<file path="config.mk">
export PLATFORM = sky130hd
export DESIGN_NAME = sram_arbiter
export DESIGN_NICKNAME = d
export VERILOG_FILES = /design/src/rtl/sram_arbiter.sv
export SDC_FILE = /design/constraint.sdc
export NUM_CORES = 1
export LEC_CHECK = 0
export BUFFER_PORTS_ARGS = -buffer_cell sky130_fd_sc_hd__buf_4
export CORE_MARGIN = 4
export CORE_UTILIZATION = 43
export CTS_CLUSTER_SIZE = 28
export DETAILED_ROUTE_END_ITERATION = 6
export MAX_ROUTING_LAYER = met4
export PLACE_DENSITY = 0.76
export SLEW_MARGIN = 20
export SYNTH_ARGS = -nofsm -noshare
export SYNTH_HDL_FRONTEND = slang
export SYNTH_SLANG_ARGS = --single-unit
</file>
<file path="constraint.sdc">
create_clock -name Clk -period 1.68 [get_ports Clk]
set_input_delay 0.084 -clock Clk [delete_from_list [all_inputs] [get_ports Clk]]
set_output_delay 0.084 -clock Clk [all_outputs]
set_load 0.02 [all_outputs]
</file>
<file path="src/rtl/sram_arbiter.sv">
// Two-port arbiter/sequencer for the shared 16-bit async SRAM.
// Port 0 (audio) has priority; port 1 (loader) is forced through after MAX_WAIT waiting cycles.
`timescale 1ns/1ps
module sram_arbiter #(
   parameter int unsigned ADDR_W        = 20,
   parameter int unsigned ACCESS_CYCLES = 2,
   parameter int unsigned MAX_WAIT      = 16
) (
   input  logic              Clk,
   input  logic              reset_n,
   input  logic              req0,
   input  logic              we0,
   input  logic [ADDR_W-1:0] addr0,
   input  logic [15:0]       wdata0,
   input  logic [1:0]        be0,
   output logic              ack0,
   output logic [15:0]       rdata0,
   input  logic              req1,
   input  logic              we1,
   input  logic [ADDR_W-1:0] addr1,
   input  logic [15:0]       wdata1,
   input  logic [1:0]        be1,
   output logic              ack1,
   output logic [15:0]       rdata1,
   input  logic [15:0]       sram_rdata,
   output logic [15:0]       sram_wdata,
   output logic              sram_drive,
   output logic [ADDR_W-1:0] SRAM_ADDR,
   output logic              SRAM_CE_N,
   output logic              SRAM_OE_N,
   output logic              SRAM_WE_N,
   output logic              SRAM_UB_N,
   output logic              SRAM_LB_N
);

   localparam int unsigned CNT_W  = 3;
   localparam int unsigned WAIT_W = 8;
   localparam logic [CNT_W-1:0]  ACC_LAST = CNT_W'(ACCESS_CYCLES);
   localparam logic [CNT_W-1:0]  ACC_ONE  = CNT_W'(1);
   localparam logic [WAIT_W-1:0] WAIT_LIM = WAIT_W'(MAX_WAIT);
   localparam logic [WAIT_W-1:0] WAIT_SAT = '1;

   typedef enum logic [1:0] {IDLE, ACCESS, DONE} state_t;

   state_t             state;
   logic [CNT_W-1:0]   acc_cnt;
   logic [WAIT_W-1:0]  wait_cnt;
   logic               port_q;
   logic               we_q;

   logic               starve_c;
   logic               grant1_c;
   logic               grant_c;
   logic               sel_we_c;
   logic [ADDR_W-1:0]  sel_addr_c;
   logic [15:0]        sel_wdata_c;
   logic [1:0]         sel_be_c;

   // Arbitration decision and selected request fields for the IDLE cycle
   always_comb begin
      starve_c    = (wait_cnt >= WAIT_LIM);
      grant1_c    = req1 && (!req0 || starve_c);
      grant_c     = req0 || req1;
      sel_we_c    = grant1_c ? we1    : we0;
      sel_addr_c  = grant1_c ? addr1  : addr0;
      sel_wdata_c = grant1_c ? wdata1 : wdata0;
      sel_be_c    = grant1_c ? be1    : be0;
   end

   // Port 1 starvation counter: counts cycles port 1 waits while not being served
   always_ff @(posedge Clk or negedge reset_n) begin
      if (!reset_n) begin
         wait_cnt <= '0;
      end else if (!req1) begin
         wait_cnt <= '0;
      end else if (state == IDLE && grant1_c) begin
         wait_cnt <= '0;
      end else if ((state == IDLE || !port_q) && wait_cnt != WAIT_SAT) begin
         wait_cnt <= wait_cnt + WAIT_W'(1);
      end
   end

   // Access sequencer; SRAM pins are registered as the values for the coming cycle
   always_ff @(posedge Clk or negedge reset_n) begin
      if (!reset_n) begin
         state      <= IDLE;
         acc_cnt    <= '0;
         port_q     <= 1'b0;
         we_q       <= 1'b0;
         ack0       <= 1'b0;
         ack1       <= 1'b0;
         rdata0     <= '0;
         rdata1     <= '0;
         sram_wdata <= '0;
         sram_drive <= 1'b0;
         SRAM_ADDR  <= '0;
         SRAM_CE_N  <= 1'b1;
         SRAM_OE_N  <= 1'b1;
         SRAM_WE_N  <= 1'b1;
         SRAM_UB_N  <= 1'b1;
         SRAM_LB_N  <= 1'b1;
      end else begin
         ack0 <= 1'b0;
         ack1 <= 1'b0;
         case (state)
            IDLE: begin
               if (grant_c) begin
                  state     <= ACCESS;
                  acc_cnt   <= ACC_ONE;
                  port_q    <= grant1_c;
                  we_q      <= sel_we_c;
                  SRAM_ADDR <= sel_addr_c;
                  SRAM_CE_N <= 1'b0;
                  if (sel_we_c) begin
                     SRAM_OE_N  <= 1'b1;
                     sram_drive <= 1'b1;
                     sram_wdata <= sel_wdata_c;
                     SRAM_UB_N  <= ~sel_be_c[1];
                     SRAM_LB_N  <= ~sel_be_c[0];
                     SRAM_WE_N  <= (ACC_LAST != ACC_ONE);
                  end else begin
                     SRAM_OE_N  <= 1'b0;
                     sram_drive <= 1'b0;
                     SRAM_UB_N  <= 1'b0;
                     SRAM_LB_N  <= 1'b0;
                     SRAM_WE_N  <= 1'b1;
                  end
               end else begin
                  sram_drive <= 1'b0;
                  SRAM_CE_N  <= 1'b1;
                  SRAM_OE_N  <= 1'b1;
                  SRAM_WE_N  <= 1'b1;
                  SRAM_UB_N  <= 1'b1;
                  SRAM_LB_N  <= 1'b1;
               end
            end
            ACCESS: begin
               if (acc_cnt == ACC_LAST) begin
                  state <= DONE;
                  if (!we_q) begin
                     if (port_q) rdata1 <= sram_rdata;
                     else        rdata0 <= sram_rdata;
                  end
                  if (port_q) ack1 <= 1'b1;
                  else        ack0 <= 1'b1;
                  SRAM_CE_N <= 1'b1;
                  SRAM_OE_N <= 1'b1;
                  SRAM_WE_N <= 1'b1;
                  SRAM_UB_N <= 1'b1;
                  SRAM_LB_N <= 1'b1;
               end else begin
                  acc_cnt   <= acc_cnt + ACC_ONE;
                  SRAM_WE_N <= !(we_q && (acc_cnt + ACC_ONE == ACC_LAST));
               end
            end
            DONE: begin
               state      <= IDLE;
               sram_drive <= 1'b0;
            end
            default: begin
               state <= IDLE;
            end
         endcase
      end
   end

endmodule

</file>
==> results of run 1 <==
-- registers in the layout, summed over array words and instances (netlist names) --
| name | cells |
|---|---|
| port_q | 1 |
| ack1 | 1 |
| ack0 | 1 |
| sram_drive | 1 |
| SRAM_ADDR | 20 |
| SRAM_OE_N | 1 |
| sram_wdata | 16 |
| SRAM_WE_N | 1 |
| SRAM_UB_N | 1 |
| rdata0 | 16 |
| acc_cnt | 3 |
| rdata1 | 16 |
| wait_cnt | 8 |
| state | 2 |
| SRAM_LB_N | 1 |
| SRAM_CE_N | 1 |
| we_q | 1 |
-- where the power goes --
part / switching [mW] / internal [mW]
Sequential: 0.628 / 3.24
Clock: 0.864 / 0.577
Combinational: 2.70 / 2.74
Total: 4.20 / 6.56
-- path summary, 6_finish.rpt --
| kind | cells past startpoint | end |
|---|---|---|
| min in group asynchronous | 2 | acc_cnt[2] |
| worst max-delay path | 5 | sram_wdata[3] |
| worst min register to register | 2 | SRAM_WE_N |
| max in group asynchronous | 3 | SRAM_LB_N |
| worst min-delay path | 3 | SRAM_ADDR[10] |
| worst max register to register | 5 | sram_wdata[3] |
-- cell usage in the layout (no fill, tap or decap), types with 3 or more instances in the layout --
cell type        n
nand4_1          4
mux2_4          21
dfstp_2          5
a21oi_1          5
o21ai_0         14
buf_6            3
mux2_2          47
inv_1            8
nand3_1          6
nor2_1          14
buf_12           6
dfrtp_1         86
o21ai_1          7
mux2i_1         21
clkbuf_8         9
buf_4          198
dlygate4sd3_1   17
ha_1             4
nand2_1         27
-- per-stage QoR --
step | util | cell area (um2) | cells
6_report | 0.683 | 6370 | 683
5_1_grt | 0.683 | 6370 | 683
4_1_cts | 0.679 | 6330 | 681
3_5_place_dp | 0.629 | 5860 | 644
3_3_place_gp | 0.629 | 5860 | 644
2_1_floorplan | - | 4230 | 328
-- cell type report --
type | count | area (um2)
clock inverters | 7 | 70.1
clock buffers | 9 | 124
fillers | 675 | 2960
multi-input cells | 214 | 1880
well taps | 129 | 161
inverters | 9 | 33.8
flip-flops and latches | 91 | 2280
repair buffers | 224 | 1810
-- cell families after synthesis --
family	after synthesis	share of synthesized area
muxes	92	0.252
DFF	91	0.548
and+or+nand+nor	72	0.0876
AOI/OAI and AO/OA	43	0.0636
buffers and inverters	23	0.0303
adders and majority gates	5	0.0150
xor gates and xnor gates	2	0.00420
-- layer usage --
layer / global-route usage / vias up
li1: - / 1602
met1: 0.244 / 1596
met2: 0.313 / 134
met3: 0.0480 / 11
met4: 0.0566 / 0
met5: - / -
-- critical path, cell delays in order, from the launching register on --
cell	delay, ps
dfrtp_1	420
nor4_4	350
a21boi_4	130
mux2i_4	260
buf_12	180
mux2_2	330
-- repair_timing --
action | CTS | global route
endpoints found under the hold margin | 118 | 0
pin swaps | 1 | 2
cloned | 1 | 0
buffers inserted | 3 | 3
setup endpoints to repair | 45 | 57
hold buffers | 17 | 0
resized for setup | 15 | 14
==> metrics.yaml, run 1 <==
place:
  place_ws_ps: -164
  gp_congestion: 0.853
  port_buffers: 173
  hpwl_um: 7820
detailed_routing:
  drt_first_iter_violations: 144
  wl_met1_um: 4550
  first_pass_iters: 4
  vias: 3343
  avgRoutedWirePerCell_um: 15.5
  dr_wl_met2_um: 5160
  viasPerCell: 4.89
  postRouteAntennaNets: 0
  drc_errors: 0
  wl_um: 10600
  met3WireLength_um: 778
  top_layer: "met4"
layout:
  antenna_cells: 0
  layout.nets: 652
  area_growth_pct: 52.7
  drive_above_1_share: 0.574
floorplan:
  dieArea_mm2: 0.0113
  die_w_um: 106
  io_pins: 174
  coreArea_mm2: 0.00933
  initial_core_util: 0.447
  row_count: 35
  die_h_um: 106
critical_path:
  endpoint_kind: "flop"
  crit_required_ps: 1930
  setup.worst_path.start: "wait_cnt[4]"
  r2r_start: "wait_cnt[4]"
  crit_fanout: 10
  worstPathArrival_ps: 2020
  start_kind: "flop"
  crit_type: "flop to flop"
  reg2reg_slack_ps: -90
global_routing:
  grt_max_degree: 41
  grt_pass1_wl_um: 17200
  antenna_found_initial: 0
  grt_pass1_vias: 3491
  grt_usage: 0.194
  grt-ovfl-total: 0
outcome:
  failed_checks: "negative hold slack, negative setup slack"
  status: "complete, but fails checks"
synth:
  yosysSeqAreaShare: 0.548
  synth_nets: 431
  synth_most_common_cell: "dfrtp_1"
  yosysWarningCount: 0
  synthTopCellsByArea: "dfrtp_1 52%, mux2_2 16%, mux2i_1 5.5%"
  synth-main-ff-cell: "dfrtp_1"
  ys_async_sr_fraction: 1.00
  ys_seq_elements: 91
  synth_area_mm2: 0.00417
  yosysUniqueCellTypes: 46
  syn_inst: 328
  yosysTopAreaCellShare: 0.516
  synth.top_cells.by_count: "86 x dfrtp_1, 60 x mux2_2, 27 x nand2_1"
  synth_area_leader_cell: "dfrtp_1"
  avgSynthCellArea_um2: 12.7
  synth-edff-count: 0
clocking:
  cts_max_level: 3
  cts_max_path_buffers: 2
  clockRootBuffer: "clkbuf_8"
  worstSkewPairLatency_ps: 360
  cts_inserted_buffers: 9
  tritoncts: "done"
  cts.clk_slew.worst_paths_ps: 100
  clock-sinks: 91
pwr:
  max-vdd-ir-drop_mv: 0.838
  power_density_mw_per_mm2: 1690
  leakagePower_nw: 3.05
  power_mw: 10.8
flow_run:
  drv_cap: 0
timing:
  rsz0062_at_grt: "true"
  tns_ps: -1120
  finalSetupViolCount: 18
  finClkSkew_ps: 17.1
  fmax_mhz: 564
  hold_viol_final: 1
  max-slew-margin-rel: 0.741
  slew_violations: 0
  period_share: 1.05
  fin_crit_ps: 1770
  holdWs_ps: -1.87
  worst_slew_pin_slew_ps: 377
  fin_ws_ps: -91.5
hold_path:
  hold_start: "addr0[10]"
  min-delay-path-class: "primary input to flop"
Note: power is estimated with default switching activity, not from simulation.
==> inputs of run 2 (changes only) <==
--- a/config.mk
+++ b/config.mk
@@ -5,13 +5,14 @@
 export SDC_FILE = /design/constraint.sdc
 export NUM_CORES = 1
 export LEC_CHECK = 0
+export ABC_AREA = 1
 export BUFFER_PORTS_ARGS = -buffer_cell sky130_fd_sc_hd__buf_4
 export CORE_MARGIN = 4
-export CORE_UTILIZATION = 43
+export CORE_UTILIZATION = 52
 export CTS_CLUSTER_SIZE = 28
 export DETAILED_ROUTE_END_ITERATION = 6
 export MAX_ROUTING_LAYER = met4
-export PLACE_DENSITY = 0.76
+export PLACE_DENSITY = 0.85
 export SLEW_MARGIN = 20
 export SYNTH_ARGS = -nofsm -noshare
 export SYNTH_HDL_FRONTEND = slang
==> constraint.sdc (replaced) <==
create_clock -name Clk -period 2.22 [get_ports Clk]
set_input_delay 0.111 -clock Clk [delete_from_list [all_inputs] [get_ports Clk]]
set_output_delay 0.111 -clock Clk [all_outputs]
set_load 0.02 [all_outputs]
==> run 2 against run 1 <==
The run now ends clean. First-iteration DRC count grew 26%. Sequential share of layout area grew 3.3 points. Critical path depth grew 3. Highest routed layer unchanged. Register-to-register slack gained 470 ps. Sequential power shrank 25%. Final cell count grew 15%. Maximum frequency shrank 3.7%. Area after synthesis grew 1.3%.
==> metrics.yaml, run 2 <==
outcome:
  status: "finished, final reports clean"  # was complete, but fails checks
floorplan:
  row_count: 32  # was 35
  die_h_um: 98.1  # was 106 um
  io_pins: 174  # unchanged
  initial_core_util: 0.541  # was 0.447
  coreArea_mm2: 0.00781  # was 0.00933 mm2
  dieArea_mm2: 0.00962  # was 0.0113 mm2
  die_w_um: 98.1  # was 106 um
pwr:
  leakagePower_nw: 3.10  # was 3.05 nW
  power_mw: 7.56  # was 10.8 mW
  power_density_mw_per_mm2: 1300  # was 1690 mW/mm2
  max-vdd-ir-drop_mv: 0.850  # was 0.838 mV
synth:
  synth.mux.area_fraction: 0  # was 0.252
  synth_area_mm2: 0.00422  # was 0.00417 mm2
  synth-simple-area-share: 0.271  # was 0.0876
  synth_top_family_by_area: "simple AND/OR/NAND/NOR gates"  # was multiplexers
  synth_most_common_cell: "nand2_1"  # was dfrtp_1
  synth-edff-count: 0  # unchanged
  yosysWarningCount: 0  # unchanged
  synth_area_leader_cell: "dfrtp_1"  # unchanged
  ys_async_sr_fraction: 1.00  # unchanged
  yosysUniqueCellTypes: 30  # was 46
  avgSynthCellArea_um2: 8.33  # was 12.7 um2
  syn_inst: 507  # was 328
  synth_compound_area_frac: 0.102  # was 0.0636
  synthTopCellsByArea: "dfrtp_1 51%, nand2_1 14%, a21oi_1 5.0%"  # was dfrtp_1 52%, mux2_2 16%, mux2i_1 5.5%
  synth-main-ff-cell: "dfrtp_1"  # unchanged
  synth-adder-area-share: 0.0148  # was 0.0150
  yosysSeqAreaShare: 0.541  # was 0.548
  synth_nets: 610  # was 431
  synth.top_cells.by_count: "154 x nand2_1, 86 x dfrtp_1, 43 x nor2_1"  # was 86 x dfrtp_1, 60 x mux2_2, 27 x nand2_1
  synth_xor_area_frac: 0.00622  # was 0.00420
  yosysTopAreaCellShare: 0.510  # was 0.516
  ys_seq_elements: 91  # unchanged
place:
  place_inst: 761  # was 644
  gp_congestion: 0.832  # was 0.853
  hpwl_um: 8420  # was 7820 um
  port_buffers: 173  # unchanged
  place_ws_ps: 393  # was -164 ps
timing:
  fin_crit_ps: 1840  # was 1770 ps
  period_share: 0.828  # was 1.05
  fin_ws_ps: 381  # was -91.5 ps
  hold_viol_final: 0  # was 1
  finalSetupViolCount: 0  # was 18
  rsz0062_at_grt: "false"  # was true
  tns_ps: 0  # was -1120 ps
  finClkSkew_ps: 21.6  # was 17.1 ps
  slew_violations: 0  # unchanged
  fmax_mhz: 544  # was 564 MHz
  max-slew-margin-rel: 0.601  # was 0.741
  worst_slew_pin_slew_ps: 598  # was 377 ps
  holdWs_ps: 7.75  # was -1.87 ps
critical_path:
  path_common_cell: "nand2_4"
  crit_fanout: 19  # was 10
  reg2reg_depth: 8  # was 5
  start_kind: "flop"  # unchanged
  crit_type: "flop to flop"  # unchanged
  endpoint_kind: "flop"  # unchanged
  crit_chain: "nor2_4, nand3_4, nand2_4, nand2_2, nand2_4, nand2_4, nand2_1, nand2_1"  # was nor4_4, a21boi_4, mux2i_4, buf_12, mux2_2
  r2r_end: "sram_wdata[11]"  # was sram_wdata[3]
  crit_required_ps: 2460  # was 1930 ps
  reg2reg_slack_ps: 380  # was -90 ps
  slowest_delay_ps: 490  # was 420 ps
  setup.worst_path.start: "wait_cnt[5]"  # was wait_cnt[4]
  worstPathArrival_ps: 2080  # was 2020 ps
  cpMaxStageDelayCell: "dfrtp_1"  # unchanged
  r2r_start: "wait_cnt[5]"  # was wait_cnt[4]
global_routing:
  grt-ovfl-total: 0  # unchanged
  grt_pass1_wl_um: 18900  # was 17200 um
  grt_max_degree: 48  # was 41
  antenna_found_initial: 0  # unchanged
  grt_usage: 0.246  # was 0.194
  grt_pass1_vias: 4031  # was 3491
layout:
  largest_register_ffs: 20  # unchanged
  drive_above_1_share: 0.322  # was 0.574
  regMostFlops: "SRAM_ADDR"  # unchanged
  multi_input_area_mm2: 0.00166  # was 0.00188 mm2
  area_growth_pct: 38.2  # was 52.7%
  fill_cells: 574  # was 675
  fin_cells: 785  # was 683
  layout_common_cells: "176 x buf_4, 154 x nand2_1, 86 x dfrtp_1"  # was 198 x buf_4, 86 x dfrtp_1, 47 x mux2_2
  antenna_cells: 0  # unchanged
  mostFrequentLayoutCell: "buf_4"  # unchanged
  regArea_mm2: 0.00228  # unchanged
  layout.nets: 781  # was 652
clocking:
  worstSkewPairLatency_ps: 350  # was 360 ps
  cts.clk_slew.worst_paths_ps: 100  # about the same
  clockRootBuffer: "clkbuf_8"  # unchanged
  clock-sinks: 91  # unchanged
  hold_buffers: 8  # was 17
  cts_inserted_buffers: 9  # unchanged
  cts_setup_buffers: 0  # was 3
  cts_max_path_buffers: 2  # unchanged
  cts_resized: 0  # was 15
  tritoncts: "done"  # unchanged
  cts_max_level: 3  # unchanged
detailed_routing:
  viasPerCell: 5.18  # was 4.89
  wl_um: 11500  # was 10600 um
  first_pass_iters: 4  # unchanged
  drc_errors: 0  # unchanged
  drt_first_iter_violations: 182  # was 144
  vias: 4063  # was 3343
  avgRoutedWirePerCell_um: 14.6  # was 15.5 um
  postRouteAntennaNets: 0  # unchanged
hold_path:
  hold_start: "addr1[17]"  # was addr0[10]
  min-delay-path-class: "primary input to flop"  # unchanged
  min_path_cells: 3  # unchanged
  min_to: "SRAM_ADDR[17]"  # was SRAM_ADDR[10]
flow_run:
  drv_cap: 0  # unchanged
-- run 2: cell types whose count changed in the layout (fill, tap and decap cells not counted), sizes merged, moves of 17 or more --
cell,delta
mux2,-68
nor2,+35
inv,+28
buf,-30
a21oi,+36
o21ai,+17
nand3,+33
nand2,+134
mux2i,-24
-- run 2: logic make-up (layout without fill, tap and decap cells) --
kind of cell / count (synthesis) / in the layout
and+or+nand+nor: 260 / 260
AOI/OAI and AO/OA: 84 / 84
DFF: 91 / 91
adders and majority gates: 5 / 5
xor gates and xnor gates: 3 / 3
buffers and inverters: 64 / 240
-- run 2: critical path: cells and delay by family (launching register included) --
family / cells / cell delay, ps
and+or+nand+nor: 8 / 1250
DFF: 1 / 490
-- run 2: worst max path at each step --
stage | to | slack, ps
5_1_grt | sram_wdata[15] | 200
4_1_cts | rdata1[11] | 380
2_1_floorplan | rdata1[0] | 780
6_report | sram_wdata[11] | 380
3_5_place_dp | sram_wdata[11] | 390
3_3_place_gp | sram_wdata[15] | 490
-- run 2: stage by stage --
stage,cell area [um2],util
after global placement,5560,0.712
after detailed placement,5560,0.712
after floorplan,4220,-
after CTS,5830,0.747
final,5830,0.747
after global routing,5830,0.747
-- run 2: report_power, final --
part           total, mW  switching [mW]  internal, mW
sequential          2.89           0.464          2.42
clock               1.10           0.577         0.524
combinational       3.57            2.13          1.45
-- run 2: layout make-up --
| class | count | share of cell area |
|---|---|---|
| Sequential cell | 91 | 0.391 |
| Multi-Input combinational cell | 352 | 0.285 |
| Inverter | 39 | 0.0251 |
| Tap cell | 102 | 0.0219 |
| Clock buffer | 10 | 0.0219 |
| Timing Repair Buffer | 185 | 0.244 |
| Clock inverter | 6 | 0.0112 |
-- run 2: per-layer routing --
| metal | GRT usage | part of all wire | wire, um |
|---|---|---|---|
| met5 | - | 0 | 0 |
| met4 | 0.0692 | 0.019 | 215 |
| met3 | 0.0500 | 0.072 | 823 |
| met2 | 0.399 | 0.50 | 5730 |
| met1 | 0.315 | 0.41 | 4730 |
